## config.mk

```make
export PLATFORM = sky130hd
export DESIGN_NAME = stage_sequencer_flat
export DESIGN_NICKNAME = d
export VERILOG_FILES = /design/src/rtl/stage_sequencer_if.sv /design/src/rtl/stage_sequencer.sv /design/src/flat_wrapper.sv
export SDC_FILE = /design/constraint.sdc
export NUM_CORES = 1
export LEC_CHECK = 0
export ABC_AREA = 1
export CAP_MARGIN = 20
export CORE_MARGIN = 4
export CORE_UTILIZATION = 40
export DETAILED_ROUTE_END_ITERATION = 16
export PLACE_DENSITY_LB_ADDON = 0.2
export SYNTH_ARGS = -nofsm -noshare
export SYNTH_HDL_FRONTEND = slang
export SYNTH_SLANG_ARGS = --single-unit
```

## constraint.sdc

```tcl
create_clock -name clk_i -period 3 [get_ports clk_i]
set_clock_uncertainty 0.15 [all_clocks]
set_input_delay 0.6 -clock clk_i [delete_from_list [all_inputs] [get_ports clk_i]]
set_output_delay 0.6 -clock clk_i [all_outputs]
set_load 0.03 [all_outputs]
```

## src/rtl/stage_sequencer_if.sv

```systemverilog
// Control bundle between the stage sequencer and the RV32I stage modules.
// Signals:
//   run_i, halt_i         : run/halt control levels into the sequencer
//   fetch_ready_i         : instruction word valid
//   mem_req_i, mem_ready_i: data memory request (sampled in EXEC) / completion
//   *_en_o                : one-hot stage enables
//   state_o, busy_o       : current state and busy indication
//   retire_o              : one-cycle retire pulse
//   err_timeout_o         : sticky memory-timeout flag
//   instr_cnt_o           : retired instruction count
//   cycle_cnt_o, stall_cnt_o : performance counters, present with SEQ_PERF_CNT_EN
// master modport: sequencer side. slave modport: core/stage side.
interface stage_sequencer_if #(
  parameter int unsigned CNT_W = 32
);
  logic             run_i;
  logic             halt_i;
  logic             fetch_ready_i;
  logic             mem_req_i;
  logic             mem_ready_i;
  logic             fetch_en_o;
  logic             decode_en_o;
  logic             execute_en_o;
  logic             memory_en_o;
  logic             writeback_en_o;
  logic [2:0]       state_o;
  logic             busy_o;
  logic             retire_o;
  logic             err_timeout_o;
  logic [CNT_W-1:0] instr_cnt_o;
`ifdef SEQ_PERF_CNT_EN
  logic [CNT_W-1:0] cycle_cnt_o;
  logic [CNT_W-1:0] stall_cnt_o;
`endif

  modport master (
    input  run_i, halt_i, fetch_ready_i, mem_req_i, mem_ready_i,
    output fetch_en_o, decode_en_o, execute_en_o, memory_en_o, writeback_en_o,
    output state_o, busy_o, retire_o, err_timeout_o, instr_cnt_o
`ifdef SEQ_PERF_CNT_EN
    , output cycle_cnt_o, stall_cnt_o
`endif
  );

  modport slave (
    output run_i, halt_i, fetch_ready_i, mem_req_i, mem_ready_i,
    input  fetch_en_o, decode_en_o, execute_en_o, memory_en_o, writeback_en_o,
    input  state_o, busy_o, retire_o, err_timeout_o, instr_cnt_o
`ifdef SEQ_PERF_CNT_EN
    , input cycle_cnt_o, stall_cnt_o
`endif
  );
endinterface

```

## src/rtl/stage_sequencer.sv

```systemverilog
// Multi-cycle phase sequencer for the RV32I core: walks each instruction
// through FETCH, DECODE, EXEC, MEM, WB, drives one-hot stage enables, stretches
// MEM until data memory is ready (bounded by MEM_TIMEOUT), handles run/halt and
// counts retired instructions.
// Ports:
//   clk_i    : core clock, rising edge
//   reset_ni : asynchronous active-low reset (release assumed synchronised upstream)
//   seq_if   : stage_sequencer_if.master control bundle
// Optional feature: define SEQ_PERF_CNT_EN to add cycle_cnt_o / stall_cnt_o.
// Every output is a flop; enables/busy/retire are registered from the
// next-state decode so they line up with state_o.
module stage_sequencer #(
  parameter int unsigned MEM_TIMEOUT = 15,
  parameter int unsigned CNT_W       = 32
) (
  input  logic              clk_i,
  input  logic              reset_ni,
  stage_sequencer_if.master seq_if
);

  localparam int unsigned WAIT_W = 8;
  localparam int unsigned EN_W   = 5;

  typedef enum logic [2:0] {
    ST_IDLE   = 3'd0,
    ST_FETCH  = 3'd1,
    ST_DECODE = 3'd2,
    ST_EXEC   = 3'd3,
    ST_MEM    = 3'd4,
    ST_WB     = 3'd5,
    ST_HALT   = 3'd6
  } state_e;

  // Plain vector so the unused encoding 7 is representable and recoverable.
  logic [2:0]        state_q;
  state_e            state_d;
  logic              halt_pend_q, halt_pend_d;
  logic              mem_req_q, mem_req_d;
  logic [WAIT_W-1:0] wait_cnt_q, wait_cnt_d;
  logic              err_q, err_d;
  logic [CNT_W-1:0]  instr_cnt_q, instr_cnt_d;
  logic [EN_W-1:0]   en_q, en_d;
  logic              busy_q, busy_d;
  logic              retire_q, retire_d;

  // State and status registers.
  always_ff @(posedge clk_i or negedge reset_ni) begin
    if (!reset_ni) begin
      state_q     <= ST_IDLE;
      halt_pend_q <= 1'b0;
      mem_req_q   <= 1'b0;
      wait_cnt_q  <= '0;
      err_q       <= 1'b0;
      instr_cnt_q <= '0;
      en_q        <= '0;
      busy_q      <= 1'b0;
      retire_q    <= 1'b0;
    end else begin
      state_q     <= state_d;
      halt_pend_q <= halt_pend_d;
      mem_req_q   <= mem_req_d;
      wait_cnt_q  <= wait_cnt_d;
      err_q       <= err_d;
      instr_cnt_q <= instr_cnt_d;
      en_q        <= en_d;
      busy_q      <= busy_d;
      retire_q    <= retire_d;
    end
  end

  // Next-state logic and registered-output decode.
  always_comb begin
    state_d     = ST_IDLE;
    halt_pend_d = halt_pend_q;
    mem_req_d   = mem_req_q;
    wait_cnt_d  = wait_cnt_q;
    err_d       = err_q;
    instr_cnt_d = instr_cnt_q;
    en_d        = '0;
    busy_d      = 1'b0;
    retire_d    = 1'b0;

    case (state_q)
      ST_IDLE: begin
        if (seq_if.halt_i)     state_d = ST_HALT;
        else if (seq_if.run_i) state_d = ST_FETCH;
        else                   state_d = ST_IDLE;
      end
      ST_FETCH:  state_d = seq_if.fetch_ready_i ? ST_DECODE : ST_FETCH;
      ST_DECODE: state_d = ST_EXEC;
      ST_EXEC: begin
        state_d    = ST_MEM;
        mem_req_d  = seq_if.mem_req_i;
        wait_cnt_d = '0;
      end
      ST_MEM: begin
        // Ready wins over a timeout reached in the same cycle.
        if (!mem_req_q || seq_if.mem_ready_i) begin
          state_d = ST_WB;
        end else begin
          wait_cnt_d = wait_cnt_q + WAIT_W'(1);
          if (wait_cnt_d == WAIT_W'(MEM_TIMEOUT)) begin
            state_d = ST_HALT;
            err_d   = 1'b1;
          end else begin
            state_d = ST_MEM;
          end
        end
      end
      ST_WB: begin
        if (halt_pend_q || seq_if.halt_i) state_d = ST_HALT;
        else if (seq_if.run_i)            state_d = ST_FETCH;
        else                              state_d = ST_IDLE;
      end
      ST_HALT: state_d = ST_HALT;
      default: state_d = ST_IDLE;
    endcase

    // A halt seen mid-instruction is deferred until WB.
    if (seq_if.halt_i && (state_q == ST_FETCH || state_q == ST_DECODE ||
                          state_q == ST_EXEC  || state_q == ST_MEM)) begin
      halt_pend_d = 1'b1;
    end

    // Count on WB entry so instr_cnt_o and retire_o update together.
    if (state_d == ST_WB) begin
      instr_cnt_d = instr_cnt_q + CNT_W'(1);
    end

    case (state_d)
      ST_FETCH:  en_d = 5'b00001;
      ST_DECODE: en_d = 5'b00010;
      ST_EXEC:   en_d = 5'b00100;
      ST_MEM:    en_d = 5'b01000;
      ST_WB:     en_d = 5'b10000;
      default:   en_d = '0;
    endcase
    busy_d   = (en_d != '0);
    retire_d = (state_d == ST_WB);
  end

  assign seq_if.fetch_en_o     = en_q[0];
  assign seq_if.decode_en_o    = en_q[1];
  assign seq_if.execute_en_o   = en_q[2];
  assign seq_if.memory_en_o    = en_q[3];
  assign seq_if.writeback_en_o = en_q[4];
  assign seq_if.state_o        = state_q;
  assign seq_if.busy_o         = busy_q;
  assign seq_if.retire_o       = retire_q;
  assign seq_if.err_timeout_o  = err_q;
  assign seq_if.instr_cnt_o    = instr_cnt_q;

`ifdef SEQ_PERF_CNT_EN
  logic [CNT_W-1:0] cycle_cnt_q, cycle_cnt_d;
  logic [CNT_W-1:0] stall_cnt_q, stall_cnt_d;

  // Busy-cycle and stall-cycle counters.
  always_comb begin
    cycle_cnt_d = cycle_cnt_q;
    stall_cnt_d = stall_cnt_q;
    if (busy_q) cycle_cnt_d = cycle_cnt_q + CNT_W'(1);
    if ((state_q == ST_FETCH && !seq_if.fetch_ready_i) ||
        (state_q == ST_MEM && mem_req_q && !seq_if.mem_ready_i)) begin
      stall_cnt_d = stall_cnt_q + CNT_W'(1);
    end
  end

  always_ff @(posedge clk_i or negedge reset_ni) begin
    if (!reset_ni) begin
      cycle_cnt_q <= '0;
      stall_cnt_q <= '0;
    end else begin
      cycle_cnt_q <= cycle_cnt_d;
      stall_cnt_q <= stall_cnt_d;
    end
  end

  assign seq_if.cycle_cnt_o = cycle_cnt_q;
  assign seq_if.stall_cnt_o = stall_cnt_q;
`endif

endmodule
```

## src/flat_wrapper.sv

```systemverilog
// flat-port wrapper written by rule: the top's interface ports become plain ports
module stage_sequencer_flat 
#(
  parameter int unsigned MEM_TIMEOUT = 15,
  parameter int unsigned CNT_W       = 32
)
  (clk_i, reset_ni, seq_if_run_i, seq_if_halt_i, seq_if_fetch_ready_i, seq_if_mem_req_i, seq_if_mem_ready_i, seq_if_fetch_en_o, seq_if_decode_en_o, seq_if_execute_en_o, seq_if_memory_en_o, seq_if_writeback_en_o, seq_if_state_o, seq_if_busy_o, seq_if_retire_o, seq_if_err_timeout_o, seq_if_instr_cnt_o);
  stage_sequencer_if #(.CNT_W(CNT_W)) seq_if_i ();
  input  logic clk_i;
  input  logic reset_ni;
  input wire logic [$bits(seq_if_i.run_i)-1:0] seq_if_run_i;
  input wire logic [$bits(seq_if_i.halt_i)-1:0] seq_if_halt_i;
  input wire logic [$bits(seq_if_i.fetch_ready_i)-1:0] seq_if_fetch_ready_i;
  input wire logic [$bits(seq_if_i.mem_req_i)-1:0] seq_if_mem_req_i;
  input wire logic [$bits(seq_if_i.mem_ready_i)-1:0] seq_if_mem_ready_i;
  output wire logic [$bits(seq_if_i.fetch_en_o)-1:0] seq_if_fetch_en_o;
  output wire logic [$bits(seq_if_i.decode_en_o)-1:0] seq_if_decode_en_o;
  output wire logic [$bits(seq_if_i.execute_en_o)-1:0] seq_if_execute_en_o;
  output wire logic [$bits(seq_if_i.memory_en_o)-1:0] seq_if_memory_en_o;
  output wire logic [$bits(seq_if_i.writeback_en_o)-1:0] seq_if_writeback_en_o;
  output wire logic [$bits(seq_if_i.state_o)-1:0] seq_if_state_o;
  output wire logic [$bits(seq_if_i.busy_o)-1:0] seq_if_busy_o;
  output wire logic [$bits(seq_if_i.retire_o)-1:0] seq_if_retire_o;
  output wire logic [$bits(seq_if_i.err_timeout_o)-1:0] seq_if_err_timeout_o;
  output wire logic [$bits(seq_if_i.instr_cnt_o)-1:0] seq_if_instr_cnt_o;
  assign seq_if_i.run_i = seq_if_run_i;
  assign seq_if_i.halt_i = seq_if_halt_i;
  assign seq_if_i.fetch_ready_i = seq_if_fetch_ready_i;
  assign seq_if_i.mem_req_i = seq_if_mem_req_i;
  assign seq_if_i.mem_ready_i = seq_if_mem_ready_i;
  assign seq_if_fetch_en_o = seq_if_i.fetch_en_o;
  assign seq_if_decode_en_o = seq_if_i.decode_en_o;
  assign seq_if_execute_en_o = seq_if_i.execute_en_o;
  assign seq_if_memory_en_o = seq_if_i.memory_en_o;
  assign seq_if_writeback_en_o = seq_if_i.writeback_en_o;
  assign seq_if_state_o = seq_if_i.state_o;
  assign seq_if_busy_o = seq_if_i.busy_o;
  assign seq_if_retire_o = seq_if_i.retire_o;
  assign seq_if_err_timeout_o = seq_if_i.err_timeout_o;
  assign seq_if_instr_cnt_o = seq_if_i.instr_cnt_o;
  stage_sequencer #(.MEM_TIMEOUT(MEM_TIMEOUT), .CNT_W(CNT_W)) u_core (.clk_i(clk_i), .reset_ni(reset_ni), .seq_if(seq_if_i));
endmodule
```

==> results by group <==
Critical path
  • Req. time, crit path: roughly 2300 ps
  • Crit start category: flip-flop
  • Data arrival, critical path: 1540 ps
  • WP buf/inv: 1
  • FF-to-FF setup slack: around 1100 ps
  • Worst path top cell family by delay: buffers and inverters
  • Crit-path slowest cell: clkdlybuf4s50_1
  • Kind of critical path: reg -> out
  • Cell Chain, Critical Path: clkdlybuf4s50_1
  • Max incr delay on CP: 740 ps
  • Worst Setup End Kind: output port
  • Maximum fanout along the worst path: 7

Timing
  • Number of setup violations in the final report: 0
  • Post-route setup slack: about 710 ps
  • FMAX: roughly 440 MHz
  • Fin Setup TNS: 0 ps
  • RSZ-0062 raised after global routing: no
  • Final min period: between 2000 and 2500 ps
  • Final hold vios: 0
  • Relative slew slack: roughly two fifths
  • Fin crit share: around three quarters
  • Final Max Tran Viols: 0
  • Worst Tran Pin Value: 873 ps
  • Final hold slack: approximately 250 ps

Logic synthesis
  • Syn_nets: about 420
  • Yosys reg bits: 53
  • Top_reg_cell synth: dfrtp_1
  • Post-synth top area cell: dfrtp_1
  • Synth top area share: roughly 44%
  • Most numerous cell in the Yosys netlist: nand2_1
  • Commonest cells in the netlist: nand2_1, nor2_1, dfrtp_1
  • Post-Synthesis Cells: 407
  • Post-Syn Area: just over 3000 um^2
  • Synth warnings: 0
  • Ranking of synthesized cells by area: dfrtp_1, nand2_1, nor2_1
  • Register area share after synthesis: about 44%
  • Ys async rst share: between 90% and 100%
  • Number of synthesized flops with an enable pin: 0
  • Avg Inst Size Synth: 7.42 um^2
  • Number of distinct library cells after synthesis: 26

Cells and area
  • Layout Nets: approximately 470
  • Share of final-layout standard cells stronger than drive strength 1: roughly 6.5%
  • Multi-input gate area: 1480 um^2
  • Fin cells: ~560
  • Ant. Diodes: 0
  • Fill count: 747
  • Sequential cell area: ~1300 um^2
  • Layout area overhead: 23.4%

Clock tree
  • CTS tree: done
  • CTS Hold Bufs: 0
  • Root Driver: clkbuf_8
  • CTS H-tree depth: 2
  • Max Root-Sink Buffers: 2
  • Postcts setup bufs: 0
  • Insertion delay to the later sink of the worst-skew pair: 300 ps
  • Resize count post-CTS: 0
  • Clock transition at path regs: approximately 100 ps
  • TritonCTS Buffers: 5
  • CTS Sinks: 53

Floorplanning
  • Area of the die: roughly 9000 um^2
  • Initial Util: around two fifths
  • Core Rows: 31
  • Die Wd: approximately 95 um
  • Die Height: ~95 um
  • CORE AREA: roughly 7300 um^2
  • I/O Pins: 50

Routing
  • First drt pass iteration count: 4
  • WL met2: 3080 um
  • DR top layer: met4
  • Routed Antenna Nets: 0
  • Via count: roughly 2.6k
  • Vias per inst: 4.65
  • Met3 WL post-DR: around 220 um
  • Wl on met1: around 3400 um
  • Starting DRT DRC Count: between 100 and 150
  • Avg WL per Cell: approximately 12 um
  • WL final: ~6800 um
  • DRC Markers: 0

Pwr
  • Cell internal pwr: between 0.001 and 0.0015 W
  • Flop pwr share: ~40%
  • Clock power frac: between 20% and 30%
  • Combinational Power Share: roughly two fifths
  • Switching pwr: slightly above 0.001 W
  • Design Power: roughly 0.0025 W
  • Switching Fraction: between 40% and 50%
  • Peak VDD IR: about 0.50 mV
  • Power per cell area: 664 nW/um^2
  • Lkg Pwr: roughly 1.7 nW

Run status
  • Status: finished clean

Global route
  • Vias in the first global route: between 2k and 3k
  • Overall Global Routing Usage: about 17%
  • Largest net degree at the start of global routing: 40
  • First-pass GRT wire length: 12200 um
  • Initial antenna violation count: 0
  • GRT overflow: 0

Place
  • Placed cell count: ~550
  • I/O Buffers: between 40 and 50
  • Post-DP HPWL: roughly 5200 um
  • Routability Congestion: just under 0.9
  • DP Worst Slack: ~640 ps

Hold path
  • Worst hold path class: in -> async

Run
  • Max cap viols: 0
-- layout by cell type (no fill, tap or decap), types with 3 or more instances in the layout --
cell type	synthesis	routed
nor2_2	3	3
nand2_1	142	142
o21ai_0	10	10
a21oi_1	3	3
nand2_2	4	4
clkdlybuf4s50_1	0	48
xnor2_1	4	4
nand4_1	4	4
ha_1	3	3
inv_1	44	44
nand3_1	24	24
nor2_4	6	6
o21ai_1	3	3
clkbuf_8	0	6
nor2_1	68	68
dfrtp_1	53	53
xor2_1	15	15
nand3b_1	7	7
-- worst paths after layout --
check | from | to | depth (start not counted)
worst min-delay path | reset_ni | u_core.wait_cnt_q[5] | 1
max in group asynchronous | reset_ni | u_core.seq_if.instr_cnt_o[1] | 2
worst max register to register | u_core.seq_if.state_o[1] | u_core.seq_if.instr_cnt_o[25] | 10
worst min register to register | u_core.seq_if.err_timeout_o | u_core.seq_if.err_timeout_o | 2
min in group clk_i | u_core.seq_if.err_timeout_o | u_core.seq_if.err_timeout_o | 2
worst max-delay path | u_core.seq_if.state_o[1] | seq_if_state_o[1] | 1
-- through the flow --
stage               util (%)  instance area [um^2]
floorplan                  -                  3020
global placement        49.5                  3610
finish                  51.1                  3730
detailed placement      49.5                  3610
CTS                     51.1                  3730
global route            51.1                  3730
-- power by group through the flow --
stage	sequential, W	clock [W]	combinational (W)
final	0.000992	0.000504	0.000981
after global routing	0.00102	0.000548	0.00109
after CTS	0.000992	0.000521	0.000993
after detailed placement	0.00101	0	0.000988
after global placement	0.00100	0	0.000980
after floorplan	0.00119	0	0.000477
-- metal layers --
layer	vias up	GRT usage, %
met5	-	0
met4	0	4.21
met2	39	26.2
met3	2	2.87
met1	1212	24.9
li1	1360	-
-- state kept, by name, indices dropped and copies added, names as in the netlist --
| name | count |
|---|---|
| u_core.seq_if.state_o | 3 |
| u_core.wait_cnt_q | 8 |
| u_core.en_q | 5 |
| u_core.halt_pend_q | 1 |
| u_core.seq_if.retire_o | 1 |
| u_core.mem_req_q | 1 |
| u_core.seq_if.instr_cnt_o | 32 |
| u_core.seq_if.err_timeout_o | 1 |
| u_core.seq_if.busy_o | 1 |
-- cells by family (layout without fill, tap and decap cells) --
kind of cell / after synthesis / count (layout) / synth area share, %
DFF: 53 / 53 / 43.9
buffers and inverters: 49 / 105 / 7.00
AOI/OAI and AO/OA: 18 / 18 / 3.11
and+or+nand+nor: 264 / 264 / 38.7
adders and majority gates: 3 / 3 / 1.24
xor gates and xnor gates: 20 / 20 / 6.05
-- layout make-up --
type	instances	share of cell area, %
tap	99	3.32
clock inverter	1	0.805
clock buffer	7	2.32
inverter	46	4.77
timing repair buffer	51	13.4
multi-input combinational	305	39.8
sequential	53	35.6
No activity file was read; power rests on OpenSTA's default activity.
